[config.mk]
export PLATFORM = sky130hd
export DESIGN_NAME = sub_seq
export DESIGN_NICKNAME = d
export VERILOG_FILES = /design/src/rtl/alu_pkg.sv /design/src/rtl/sub_chunk.sv /design/src/rtl/sub_seq.sv
export SDC_FILE = /design/constraint.sdc
export NUM_CORES = 1
export LEC_CHECK = 0
export BUFFER_PORTS_ARGS = -buffer_cell sky130_fd_sc_hd__buf_2
export CAP_MARGIN = 25
export CORE_MARGIN = 1.5
export CORE_UTILIZATION = 30
export CTS_CLUSTER_DIAMETER = 200
export CTS_CLUSTER_SIZE = 40
export DETAILED_ROUTE_END_ITERATION = 16
export GPL_TIMING_DRIVEN = 0
export PLACE_DENSITY = 0.51
export SKIP_CTS_REPAIR_TIMING = 1
export SLEW_MARGIN = 30
export SYNTH_ARGS = -nofsm -noshare
export SYNTH_HDL_FRONTEND = slang
export SYNTH_SLANG_ARGS = --single-unit
[constraint.sdc]
create_clock -name elk -period 2.6 [get_ports elk]
set_input_delay 0.65 -clock elk [delete_from_list [all_inputs] [get_ports elk]]
set_output_delay 0.65 -clock elk [all_outputs]
set_load 0.01 [all_outputs]
[src/rtl/alu_pkg.sv]
// ALU shared definitions: operation select encodings, datapath width, sequencer states.
// Latency: n/a (constants only).
// Backpressure: n/a.
package alu_pkg;

    localparam int ALU_WIDTH = 32;

    localparam logic [2:0] ALU_ADD = 3'b000;
    localparam logic [2:0] ALU_SUB = 3'b001;
    localparam logic [2:0] ALU_CMP = 3'b101;

    // Multi-cycle unit states, kept as plain constants so they drop into legacy code.
    localparam logic [0:0] S_IDLE = 1'b0;
    localparam logic [0:0] S_BUSY = 1'b1;

endpackage

[src/rtl/sub_chunk.sv]
// One W-bit slice of the ripple subtractor: sum = a + b_inv + cin.
// Latency: combinational.
// Backpressure: none; pure function of its inputs.
module sub_chunk #(
    parameter int W = 8
) (
    input  logic [W-1:0] a,
    input  logic [W-1:0] b_inv,
    input  logic         cin,
    output logic [W-1:0] sum,
    output logic         cout
);

    assign {cout, sum} = {1'b0, a} + {1'b0, b_inv} + {{W{1'b0}}, cin};

endmodule

[src/rtl/sub_seq.sv]
// Sequential 32-bit subtract/compare: opA - opB as opA + ~opB + 1, one CHUNK slice per clock.
// Latency: done pulses WIDTH/CHUNK cycles after start is accepted; optional CMP via SUB_SEQ_CMP_EN.
// Backpressure: start is only sampled in IDLE; requests while busy or with unsupported sel are dropped.
module sub_seq
    import alu_pkg::*;
#(
    parameter int WIDTH = 32,
    parameter int CHUNK = 8
) (
    input  logic             elk,
    input  logic             rst_n,
    input  logic             start,
    input  logic [2:0]       sel,
    input  logic [WIDTH-1:0] opA,
    input  logic [WIDTH-1:0] opB,
    output logic             busy,
    output logic             done,
    output logic [WIDTH-1:0] res,
    output logic             z,
    output logic             c,
    output logic             v
);

    localparam int NCHUNK = WIDTH / CHUNK;
    localparam int KW     = (NCHUNK > 1) ? $clog2(NCHUNK) : 1;
    localparam logic [KW-1:0] K_LAST = KW'(NCHUNK - 1);

    logic [0:0]       state;
    logic [KW-1:0]    k;
    logic [WIDTH-1:0] a_q;
    logic [WIDTH-1:0] b_q;
    logic [WIDTH-1:0] acc;
    logic             carry;
    logic             a_msb;
    logic             b_msb;
    logic             cmp_q;

    logic [CHUNK-1:0] slice_sum;
    logic             slice_cout;
    logic [WIDTH-1:0] full;
    logic             accept;

    // Operands shift right each cycle, so the active slice always sits in the low bits
    // and a single adder slice is reused for every chunk.
    sub_chunk #(.W(CHUNK)) u_chunk (
        .a     (a_q[CHUNK-1:0]),
        .b_inv (b_q[CHUNK-1:0]),
        .cin   (carry),
        .sum   (slice_sum),
        .cout  (slice_cout)
    );

    // The accumulator fills from the top; on the last slice this is the complete difference.
    assign full = {slice_sum, acc[WIDTH-1:CHUNK]};
    assign busy = (state == S_BUSY);

    // Decide whether a start request names an operation this unit handles.
    always_comb begin
        accept = 1'b0;
`ifdef SUB_SEQ_CMP_EN
        accept = start && ((sel == ALU_SUB) || (sel == ALU_CMP));
`else
        accept = start && (sel == ALU_SUB);
`endif
    end

    // Sequencer: latch operands on accept, then ripple one slice per cycle and publish flags.
    always_ff @(posedge elk or negedge rst_n) begin
        if (!rst_n) begin
            state <= S_IDLE;
            k     <= '0;
            a_q   <= '0;
            b_q   <= '0;
            acc   <= '0;
            carry <= 1'b0;
            a_msb <= 1'b0;
            b_msb <= 1'b0;
            cmp_q <= 1'b0;
            done  <= 1'b0;
            res   <= '0;
            z     <= 1'b0;
            c     <= 1'b0;
            v     <= 1'b0;
        end else begin
            done <= 1'b0;
            case (state)
                S_IDLE: begin
                    if (accept) begin
                        state <= S_BUSY;
                        a_q   <= opA;
                        b_q   <= ~opB;
                        carry <= 1'b1;
                        k     <= '0;
                        a_msb <= opA[WIDTH-1];
                        b_msb <= opB[WIDTH-1];
                        cmp_q <= (sel == ALU_CMP);
                    end
                end
                S_BUSY: begin
                    a_q   <= {{CHUNK{1'b0}}, a_q[WIDTH-1:CHUNK]};
                    b_q   <= {{CHUNK{1'b0}}, b_q[WIDTH-1:CHUNK]};
                    acc   <= full;
                    carry <= slice_cout;
                    k     <= k + 1'b1;
                    if (k == K_LAST) begin
                        state <= S_IDLE;
                        done  <= 1'b1;
                        z     <= (full == '0);
                        c     <= slice_cout;
                        v     <= (a_msb != b_msb) && (full[WIDTH-1] != a_msb);
                        // A compare only refreshes the flags; res keeps the last SUB result.
                        if (!cmp_q) begin
                            res <= full;
                        end
                    end
                end
                default: state <= S_IDLE;
            endcase
        end
    end

endmodule

### After elaboration in Yosys (flattened, before gate mapping)

Index checks and enable logic that the tools add are counted.
Widths: inputs -> output; s select.

| word-level totals | value |
|---|---|
| bits in registers | 139 |
| word-level logic and storage cells | 45 |
| memories kept | 0 |
| memory bits (writable) | 0 |
| bits of input ports | 70 |
| output and inout bits | 37 |
| bits in latches | 0 |
| bits in read-only memories | 0 |

| cells by class | value |
|---|---|
| $lt $le $gt $ge | 0 |
| shift-type cells | 0 |
| multiply operators | 0 |
| bitwise operators | 3 |
| divide/modulo/power cells | 0 |
| mux-type cells | 13 |
| eq/ne operators | 6 |
| reductions and logical operators | 6 |
| add/subtract/negate cells | 3 |

Operators by type and width:

| operator | number |
|---|---|
| $pmux 32 s2 | 2 |
| $mux 32 | 2 |
| $logic_not 32->1 | 1 |
| $not 32->32 | 1 |
| $add 8x8->9 | 1 |
| $add 9x1->9 | 1 |
| $mux 1 | 5 |
| $pmux 1 s2 | 2 |
| $pmux 2 s2 | 1 |
| $reduce_and 2->1 | 2 |
| $eq 3x1->1 const B | 1 |
| $eq 3x3->1 const B | 1 |
| $reduce_and 3->1 | 1 |
| $add 2x1->2 const B | 1 |
| $eq 2x2->1 const B | 1 |
| $logic_and 1x1->1 | 2 |
| $mux 2 | 1 |
| $ne 1x1->1 | 2 |
| $ne 2x2->1 const B | 1 |
| $not 1->1 | 2 |

### Longest topological paths before layout

Gate-level depths: netlist of the first run.

| logic depth | value |
|---|---|
| depth after elaboration | 4 |
| depth in mapped cells | 8 |
| depth with buffers taken out | 7 |

### Hierarchy

Synthesis of the first run repeated with hierarchy kept, for this count alone.

| unflattened totals | value |
|---|---|
| cell total of the unflattened synthesis | 511 |
| area total of the unflattened synthesis | 5963.2 um2 |

By module, submodules not included:

| module | area an instance (um2) | sequential area each (um2) | cells an instance | instances |
|---|---|---|---|---|
| sub_seq | 5631.7 | 3278.1 | 469 | 1 |
| sub_chunk | 331.6 | 0.0 | 42 | 1 |

### Worst setup path before layout of the first run

Ideal clock, no wire load.

| path | value |
|---|---|
| path kind | register -> register |
| start | register a_q[0] |
| end | register z |
| required time | 2.497 ns |
| arrival | 2.270 ns |
| slack | 0.226 ns |
| buffers on the path | 0 |
| period minus slack after synthesis | 2.374 ns |
| cell stages (with the launch flop) | 8 |
| library setup time | 0.103 ns |
| path through | dfrtp_1 -> fa_1 -> fa_1 -> a211oi_2 -> o21bai_1 -> a211oi_1 -> a21oi_1 -> o41ai_2 |

| on the way | value |
|---|---|
| longest elaborated chain between the ends | 3 |

Ends and longest elaborated chain:

| item | line | text |
|---|---|---|
| from (decl) | sub_seq.sv:30 | `logic [WIDTH-1:0] a_q;` |
| from (signal assigned) | sub_seq.sv:90 | `a_q <= opA;` |
| from (signal assigned) | sub_seq.sv:100 | `a_q <= {{CHUNK{1'b0}}, a_q[WIDTH-1:CHUNK]};` |
| $add 8x8->9 | sub_chunk.sv:14 | `assign {cout, sum} = {1'b0, a} + {1'b0, b_inv} + {{W{1'b0}}, cin};` |
| $add 9x1->9 | sub_chunk.sv:14 |  |
| $logic_not 32->1 | sub_seq.sv:108 | `z <= (full == '0);` |
| to (signal assigned) | sub_seq.sv:108 |  |
| to (decl) | sub_seq.sv:19 | `output logic z,` |

Every way passes these cells.
A chain may end at the register's enable or synchronous reset.

### Worst setup path after layout of the first run

| path | value |
|---|---|
| start | register a_q[0] |
| end | register res[30] |

| on the way | value |
|---|---|
| longest elaborated chain between the ends | 2 |

Ends and longest elaborated chain:

| item | line | text |
|---|---|---|
| $add 8x8->9 | sub_chunk.sv:14 |  |
| $add 9x1->9 | sub_chunk.sv:14 |  |
| to (signal assigned) | sub_seq.sv:113 | `res <= full;` |
| to (decl) | sub_seq.sv:18 | `output logic [WIDTH-1:0] res,` |

Every way passes these cells.

==> flow_metrics.env, run 1 <==
export IMPL_ys_ff_latch=131
export IMPL_grt_pass1_wl_mm=23.4
export IMPL_synth_edf_count=0
export IMPL_die_w_um=141
export IMPL_synth_fp_nets=604
export IMPL_required_ps=2900
export IMPL_track_usage_pct=15.3
export IMPL_gr_total_overflow=0
export IMPL_yosysTopAreaCellShare_pct=57.1
export IMPL_clkTransAtPathRegs_ps=60
export IMPL_fin_nets=730
export IMPL_grt_max_degree=70
export IMPL_cts_sinks=131
export IMPL_crit_arrival_ps=2780
export IMPL_antenna_found_initial=1
export IMPL_hpwl_mm=10.9
export IMPL_finalInstanceArea_mm2=0.00728
export IMPL_yosysUniqueCellTypes=39
export IMPL_crit_start="a_q[0]$_DFFE_PN0P_"
export IMPL_htreeDepth=4
export IMPL_ioPinCount=107
export IMPL_synthTopCellsByCount="dfrtp_1 (131), nand2_1 (77), o21ai_0 (56)"
export IMPL_root_buffer="clkbuf_16"
export IMPL_syn_area_mm2=0.00574
export IMPL_maxClockFrequency_mhz=404
export IMPL_gp_congestion=0.797
export IMPL_pwr_density_cell_mw_per_mm2=1180
export IMPL_setup_viol=0
export IMPL_vias_per_cell=4.74
export IMPL_synthToLayoutAreaGrowth_pct=26.9
export IMPL_postSynthAreaPerCell_um2=10.9
export IMPL_die_y_um=141
export IMPL_worst_setup_path_end_kind="flop"
export IMPL_rsz0062_at_grt="false"
export IMPL_drtPass1Iterations=4
export IMPL_vias=4255
export IMPL_hold_class="input port to asynchronous set/reset pin"
export IMPL_slew_headroom_pct=49.0
export IMPL_cts_tree="yes"
export IMPL_met2_usage_pct=25.1
export IMPL_p_total_mw=8.59
export IMPL_grt_pass1_vias=4449
export IMPL_max_clock_path_buffers=2
export IMPL_peakVddDrop_mv=0.533
export IMPL_grt_util_met3_pct=4.32
export IMPL_drc=0
export IMPL_initial_utilization_pct=30.7
export IMPL_tightest_slew_ps=754
export IMPL_total_leakage_power_nw=3.55
export IMPL_ys_warn_count=0
export IMPL_r2r_start="a_q[0]$_DFFE_PN0P_"
export IMPL_yosysTopAreaCell="dfrtp_1"
export IMPL_fin_worst_skew_ps=9.23
export IMPL_portBuffers=106
export IMPL_std_cell_rows=50
export IMPL_ys_flop_type="dfrtp_1"
export IMPL_maxCapViolations=0
export IMPL_final_hold_viol_count=0
export IMPL_r2r_cells=7
export IMPL_grtUsageMet1_pct=19.6
export IMPL_gr_max_usage_layer="met2"
export IMPL_synthArstFlopShare_pct=100
export IMPL_die_area_mm2=0.0200
export IMPL_post_route_min_period_ps=2480
export IMPL_yosysSeqAreaShare_pct=57.1
export IMPL_netlist_instances=524
export IMPL_crit_fanout=4
export IMPL_ys_top_cells_by_area="dfrtp_1 (57%), mux2_2 (9.8%), nand2_1 (5.0%)"
export IMPL_wl_mm=14.7
export IMPL_maxSlewViolCount=0
export IMPL_drtAntennaViolNets=0
export IMPL_placed_area_mm2=0.00660
export IMPL_post_route_period_util_pct=95.3
export IMPL_wl_per_cell_um=16.4
export IMPL_worst_setup_path_type="flop to flop"
export IMPL_layout_drive_gt1_share_pct=32.4
export IMPL_drt_iter0_drc=280
export IMPL_critPathLaunchType="flop"
export IMPL_clk_insertion_delay_late_ps=420
export IMPL_outcome="finished clean"
export IMPL_yosysMostFrequentCell="dfrtp_1"
export IMPL_core_mm2=0.0187
export IMPL_cts_buffers=17
kinds of logic (layout without fill, tap and decap cells):
| logic type | count (synthesis) | count (layout) | share of synthesized area (%) |
|---|---|---|---|
| xor+xnor | 4 | 4 | 0.611 |
| buf+inv | 37 | 176 | 2.97 |
| fa+ha+maj | 10 | 10 | 2.44 |
| compound gates | 116 | 116 | 11.4 |
| other cells | 0 | 1 | 0 |
| flops | 131 | 131 | 57.1 |
| mux | 77 | 77 | 14.5 |
| simple gates | 149 | 149 | 10.9 |
metrics by stage:
| stage | TNS [ps] | setup slack (ps) | std cells | hold WS (ps) | utilization (%) |
|---|---|---|---|---|---|
| after floorplan | 0 | 226 | 524 | 354 | - |
| after global placement | -105760 | -820 | 864 | 464 | 35.1 |
| after detailed placement | -57.4 | -55.5 | 865 | 470 | 35.3 |
| after CTS | -96.8 | -72.4 | 897 | 192 | 38.7 |
| after global routing | 0 | 21.4 | 897 | 204 | 38.9 |
| final | 0 | 122 | 898 | 189 | 38.9 |
placed cells by master, fill, tap and decap left out, types with 2 or more instances in the layout:
| cell type | instances |
|---|---|
| a211oi_1 | 2 |
| clkinv_4 | 2 |
| dfrtp_1 | 131 |
| nor2_1 | 49 |
| o21bai_1 | 2 |
| o21ai_0 | 55 |
| fa_2 | 2 |
| ha_1 | 8 |
| nand2_1 | 77 |
| nor4_1 | 5 |
| nand3_1 | 4 |
| a21oi_2 | 2 |
| clkbuf_1 | 19 |
| xnor2_1 | 3 |
| nor3_1 | 3 |
| clkinv_2 | 3 |
| bufinv_16 | 4 |
| clkbuf_8 | 2 |
| mux2i_1 | 27 |
| clkbuf_16 | 17 |
| inv_6 | 2 |
| mux2_2 | 50 |
| inv_1 | 5 |
| a21oi_1 | 43 |
| o21ai_1 | 4 |
| buf_2 | 115 |
| buf_6 | 2 |
routing by layer:
| layer | share of wire, % | wire length, um |
|---|---|---|
| met5 | 0 | 0 |
| met4 | 0.63 | 92 |
| met3 | 6.3 | 932 |
| met2 | 48 | 7080 |
| met1 | 45 | 6610 |
worst paths after layout:
path	end	slack, ps
max reg2reg	res[30]$_DFFE_PN0P_	120
min in group elk	a_q[27]$_DFFE_PN0P_	460
min	res[12]$_DFFE_PN0P_	190
max in group asynchronous	a_q[31]$_DFFE_PN0P_	1700
max	res[30]$_DFFE_PN0P_	120
min reg2reg	res[19]$_DFFE_PN0P_	480
critical path, stage by stage (launching register included):
cell and delay [ps]:
dfrtp_1 420, fa_2 430, fa_2 430, a211oi_4 300
o21bai_1 120, a211oi_1 260, a21oi_1 120, mux2_2 280
cell type report:
class / count / area (um^2)
Antenna cell: 1 / 2.50
Buffer: 32 / 151
Clock buffer: 20 / 457
Clock inverter: 12 / 178
Fill cell: 1804 / 11400
Inverter: 5 / 18.8
Multi-Input combinational cell: 356 / 2330
Sequential cell: 131 / 3280
Tap cell: 234 / 293
Timing Repair Buffer: 107 / 568
flip-flops by register name, summed over array words and instances (netlist names), 2 cells and up:
register / flops
b_q: 32
k: 2
a_q: 32
acc: 24
res: 32
power breakdown:
group,switching [mW],internal [mW],total (mW)
logic,1.49,1.21,2.70
registers,0.544,2.79,3.33
clock network,0.896,1.66,2.55
total,2.93,5.66,8.59
No activity file was read; power rests on OpenSTA's default activity.
==> inputs of run 2 (changes only) <==
SYNTH_HIERARCHICAL = 1   (was not set)
==> flow_metrics.env, run 2 <==
export IMPL_nFillCells=1895
export IMPL_hold_class="input port to asynchronous set/reset pin"
export IMPL_crit_fanout=3
export IMPL_vias_per_cell=4.47
export IMPL_crit_arrival_ps=2790
export IMPL_portBuffers=106
export IMPL_initial_utilization_pct=30.6
export IMPL_netlist_instances=511
export IMPL_fin_tns_setup_ps=0
export IMPL_synthToLayoutAreaGrowth_pct=26.8
export IMPL_gr_total_overflow=0
export IMPL_fin_worst_skew_ps=11.7
export IMPL_reg2reg_to="z$_DFFE_PN0P_"
export IMPL_clk_insertion_delay_late_ps=430
export IMPL_yosysUniqueCellTypes=37
export IMPL_die_y_um=144
export IMPL_post_route_period_util_pct=94.4
export IMPL_grt_max_degree=73
export IMPL_synthTopCellsByCount="dfrtp_1 (131), nand2_1 (80), o21ai_0 (52)"
export IMPL_drt_iter0_drc=191
export IMPL_grt_pass1_vias=4220
export IMPL_htreeDepth=4
export IMPL_maxSlewViolCount=0
export IMPL_ys_flop_type="dfrtp_1"
export IMPL_ys_ff_latch=131
export IMPL_synth_edf_count=0
export IMPL_std_cell_rows=51
export IMPL_ys_top_cells_by_area="dfrtp_1 (55%), mux2i_1 (8.4%), mux2_4 (7.6%)"
export IMPL_grt_pass1_wl_mm=22.6
export IMPL_post_route_min_period_ps=2450
export IMPL_tightest_slew_ps=532
export IMPL_maxClockFrequency_mhz=408
export IMPL_max_clock_path_buffers=2
export IMPL_maxCapViolations=0
export IMPL_die_area_mm2=0.0207
export IMPL_drtPass1Iterations=4
export IMPL_peakVddDrop_mv=0.517
export IMPL_diodes=0
export IMPL_die_w_um=144
export IMPL_largest_registers="a_q x32, b_q x32, res x32"
export IMPL_cts_tree="yes"
export IMPL_synth_fp_nets=591
export IMPL_r2r_cells=9
export IMPL_core_mm2=0.0195
export IMPL_final_cell_mix="dfrtp_1 (131), buf_2 (115), nand2_1 (79)"
export IMPL_cts_sinks=131
export IMPL_ys_warn_count=6
export IMPL_antenna_found_initial=0
export IMPL_gp_congestion=0.782
export IMPL_r2r_start="a_q[0]$_DFFE_PN0P_"
export IMPL_whs_ps=135
export IMPL_yosysSeqAreaShare_pct=55.0
export IMPL_critPathLaunchType="flop"
export IMPL_track_usage_pct=14.5
export IMPL_synthArstFlopShare_pct=100
export IMPL_endpoint="z$_DFFE_PN0P_"
export IMPL_postSynthAreaPerCell_um2=11.7
export IMPL_ioPinCount=107
export IMPL_postLayoutCoreUtil_pct=38.8
export IMPL_outcome="finished clean"
export IMPL_yosysTopAreaCell="dfrtp_1"
export IMPL_worst_setup_path_type="flop to flop"
export IMPL_worst_setup_path_end_kind="flop"
export IMPL_layout_drive_gt1_share_pct=34.3
export IMPL_wl_per_cell_um=15.6
export IMPL_drc=0
export IMPL_cts_buffers=17
export IMPL_clkTransAtPathRegs_ps=60
export IMPL_wl_mm=14.3
export IMPL_setup_viol=0
export IMPL_final_common_cell="dfrtp_1"
export IMPL_dp_slack_ps=-54.3
export IMPL_vias=4092
export IMPL_yosysMostFrequentCell="dfrtp_1"
export IMPL_fin_ws_ps=146
export IMPL_slew_headroom_pct=64.6
export IMPL_rsz0062_at_grt="false"
export IMPL_pwr_density_cell_mw_per_mm2=1140
export IMPL_yosysTopAreaCellShare_pct=55.0
export IMPL_rrSetupSlack_ps=150
export IMPL_hpwl_mm=10.7
export IMPL_total_leakage_power_nw=3.89
export IMPL_final_hold_viol_count=0
export IMPL_syn_area_mm2=0.00596
export IMPL_drtAntennaViolNets=0
export IMPL_required_ps=2930
export IMPL_crit_start="a_q[0]$_DFFE_PN0P_"
export IMPL_root_buffer="clkbuf_16"
export IMPL_fin_nets=718
[run 2: cell count changes in the layout (fill, tap and decap cells not counted), moves of 6 or more]
cell      before  now
mux2i_1       27   50
a21oi_1       43   20
nand2b_1       1    7
inv_1          5   27
nor2_1        49    7
mux2_4         0   30
mux2_2        50   29
clkbuf_1      19   10
[run 2: layout make-up]
class	instances	area, um^2	share of cell area [%]
clock inverters	13	233	3.08
flip-flops and latches	131	3280	43.4
well taps	265	332	4.39
repair buffers	108	576	7.61
clock buffers	18	439	5.81
inverters	28	105	1.39
plain buffers	29	155	2.05
multi-input cells	323	2440	32.3
[run 2: power breakdown]
| part | internal (mW) | switching [mW] |
|---|---|---|
| Sequential | 2.76 | 0.516 |
| Combinational | 1.31 | 1.33 |
| Clock | 1.82 | 0.902 |
| Total | 5.88 | 2.75 |
[run 2: layer usage]
metal	part of all wire (%)	global-route usage, %
met4	1.1	4.73
met3	4.5	3.87
met2	48	23.7
met1	46	18.5
met5	0	0
[run 2: cell families after synthesis]
family	share of synthesized area, %
mux	21.4
fa+ha+maj	2.35
simple gates	8.92
flops	55.0
buf+inv	4.36
xor+xnor	0.588
compound gates	7.39
[run 2: worst min path at each step]
stage	from	end	slack (ps)	cells after the start
2_1_floorplan	rst_n	a_msb$_DFFE_PN0P_	350	0
3_3_place_gp	a_q[29]$_DFFE_PN0P_	a_q[21]$_DFFE_PN0P_	460	2
3_5_place_dp	v$_DFFE_PN0P_	v$_DFFE_PN0P_	470	2
4_1_cts	rst_n	res[28]$_DFFE_PN0P_	170	1
5_1_grt	rst_n	res[21]$_DFFE_PN0P_	190	1
6_report	rst_n	res[28]$_DFFE_PN0P_	140	1
[run 2: worst max-delay path, stage by stage (launching register included)]
cell and delay [ps]:
dfrtp_1 410, fa_2 430, fa_2 370, a21oi_2 180, nor2_1 70, nor2_2 120, xnor2_1 120, nor4_1 280
nand4_1 170, o31ai_2 200
[run 2: through the flow]
| stage | total power, mW | instances | area, um^2 |
|---|---|---|---|
| final | 8.63 | 915 | 7560 |
| after global routing | 9.16 | 915 | 7560 |
| after CTS | 8.73 | 914 | 7530 |
| after detailed placement | 5.98 | 883 | 6860 |
| after global placement | 5.88 | 882 | 6830 |
| after floorplan | 5.00 | 511 | 5960 |
==> inputs of run 3 (changes only) <==
CTS_CLUSTER_DIAMETER = not set   (was 200)
REMOVE_ABC_BUFFERS = 1   (was not set)
==> flow_metrics.env, run 3 (synthesis results as in run 2) <==
export IMPL_worst_setup_path_type="flop to flop"
export IMPL_wl_mm=12.3
export IMPL_fin_worst_skew_ps=5.20
export IMPL_rsz0062_at_grt="false"
export IMPL_final_common_cell="dfrtp_1"
export IMPL_hold_class="input port to asynchronous set/reset pin"
export IMPL_hpwl_mm=8.45
export IMPL_crit_fanout=3
export IMPL_vias=3953
export IMPL_drt_iter0_drc=152
export IMPL_finalInstanceArea_mm2=0.00744
export IMPL_post_route_period_util_pct=92.7
export IMPL_final_cell_mix="dfrtp_1 (130), buf_2 (105), nand2_1 (80)"
export IMPL_p_seq_share_pct=40.7
export IMPL_vias_per_cell=4.44
export IMPL_wl_per_cell_um=13.8
export IMPL_portBuffers=106
export IMPL_gp_congestion=0.732
export IMPL_power_switching_mw=2.64
export IMPL_antenna_found_initial=0
export IMPL_drtAntennaViolNets=0
export IMPL_cts_tree="yes"
export IMPL_gr_total_overflow=0
export IMPL_nFillCells=1920
export IMPL_die_y_um=144
export IMPL_tightest_slew_ps=621
export IMPL_postLayoutCoreUtil_pct=38.3
export IMPL_required_ps=2920
export IMPL_total_leakage_power_nw=3.82
export IMPL_core_mm2=0.0195
export IMPL_layout_drive_gt1_share_pct=33.8
export IMPL_largest_registers="a_q x32, b_q x32, res x32"
export IMPL_switching_share_pct=32.2
export IMPL_worst_setup_path_end_kind="flop"
export IMPL_stdcell_count=890
export IMPL_drtPass1Iterations=5
export IMPL_grt_pass1_wl_mm=20.5
export IMPL_clkTransAtPathRegs_ps=60
export IMPL_crit_arrival_ps=2730
export IMPL_outcome="finished clean"
export IMPL_initial_utilization_pct=30.6
export IMPL_diodes=0
export IMPL_cell_internal_pwr_mw=5.57
export IMPL_cts_buffers=17
export IMPL_ioPinCount=107
export IMPL_die_area_mm2=0.0207
export IMPL_die_w_um=144
export IMPL_drc=0
export IMPL_fin_nets=692
export IMPL_p_clk_share_pct=29.9
export IMPL_slew_headroom_pct=58.6
export IMPL_grt_pass1_vias=3912
export IMPL_maxClockFrequency_mhz=415
export IMPL_setup_viol=0
export IMPL_track_usage_pct=13.0
export IMPL_dp_slack_ps=15.3
export IMPL_maxCapViolations=0
export IMPL_post_route_min_period_ps=2410
export IMPL_final_hold_viol_count=0
export IMPL_root_buffer="clkbuf_16"
export IMPL_max_clock_path_buffers=2
export IMPL_maxSlewViolCount=0
export IMPL_synthToLayoutAreaGrowth_pct=24.8
export IMPL_clk_insertion_delay_late_ps=420
export IMPL_critPathLaunchType="flop"
export IMPL_place_inst=858
export IMPL_pwr_density_cell_mw_per_mm2=1100
export IMPL_fin_tns_setup_ps=0
export IMPL_fin_ws_ps=189
export IMPL_peakVddDrop_mv=0.461
export IMPL_htreeDepth=4
export IMPL_power_frac_comb_pct=29.4
export IMPL_std_cell_rows=51
export IMPL_placed_area_mm2=0.00683
export IMPL_grt_max_degree=77
export IMPL_cts_sinks=131
==> run 3: cell types whose count changed in the layout (fill, tap and decap cells not counted), moves of 3 or more <==
| cell | change |
|---|---|
| clkbuf_1 | -10 |
| inv_6 | +3 |
| buf_2 | -10 |
| buf_1 | -3 |
| buf_4 | -4 |
| bufinv_16 | -3 |
| buf_6 | -3 |
==> run 3: worst max-delay path, stage by stage, from the launching register on <==
cell and delay (ps):
dfrtp_1 420, fa_2 420, fa_2 370, a21oi_2 170, o21bai_1 80, xor2_1 190
nor4_1 300, nand4_1 140, o31ai_1 220
==> run 3: path summary, 6_finish.rpt <==
path,from,endpoint,slack (ps),cells past startpoint
setup / recovery,a_q[0]$_DFFE_PN0P_,z$_DFFE_PN0P_,190,8
hold / removal,rst_n,res[8]$_DFFE_PN0P_,160,1
setup reg to reg,a_q[0]$_DFFE_PN0P_,z$_DFFE_PN0P_,190,8
hold reg to reg,b_q[24]$_DFFE_PN0P_,b_q[16]$_DFFE_PN0P_,480,2
max in group asynchronous,rst_n,a_q[22]$_DFFE_PN0P_,1720,2
min in group elk,opB[31],b_q[31]$_DFFE_PN0P_,440,2
==> run 3: layout make-up <==
type	instances	area, um^2	area share [%]
multi-input combinational	323	2460	33.0
clock inverter	15	181	2.44
tap	265	332	4.45
clock buffer	17	425	5.71
timing repair buffer	111	663	8.91
sequential	131	3280	44.1
inverter	28	105	1.41
==> run 3: power groups by stage <==
stage               registers (mW)  logic [mW]  clock network, mW
floorplan                     3.45        1.49                  0
global placement              3.56        2.47                  0
detailed placement            3.40        2.45                  0
CTS                           3.36        2.45               2.53
global route                  3.47        2.70               2.63
finish                        3.35        2.41               2.45
==> run 3: metrics by stage <==
step	hold WS (ps)	total power [mW]
CTS	175	8.35
finish	159	8.21
detailed placement	468	5.84
floorplan	354	4.94
global route	186	8.81
global placement	460	6.03
==> run 3: per-layer routing <==
metal,global-route usage (%),part of all wire [%]
met1,17.8,49
met2,19.2,45
met3,3.77,4.6
met4,4.99,1.3
met5,0,0
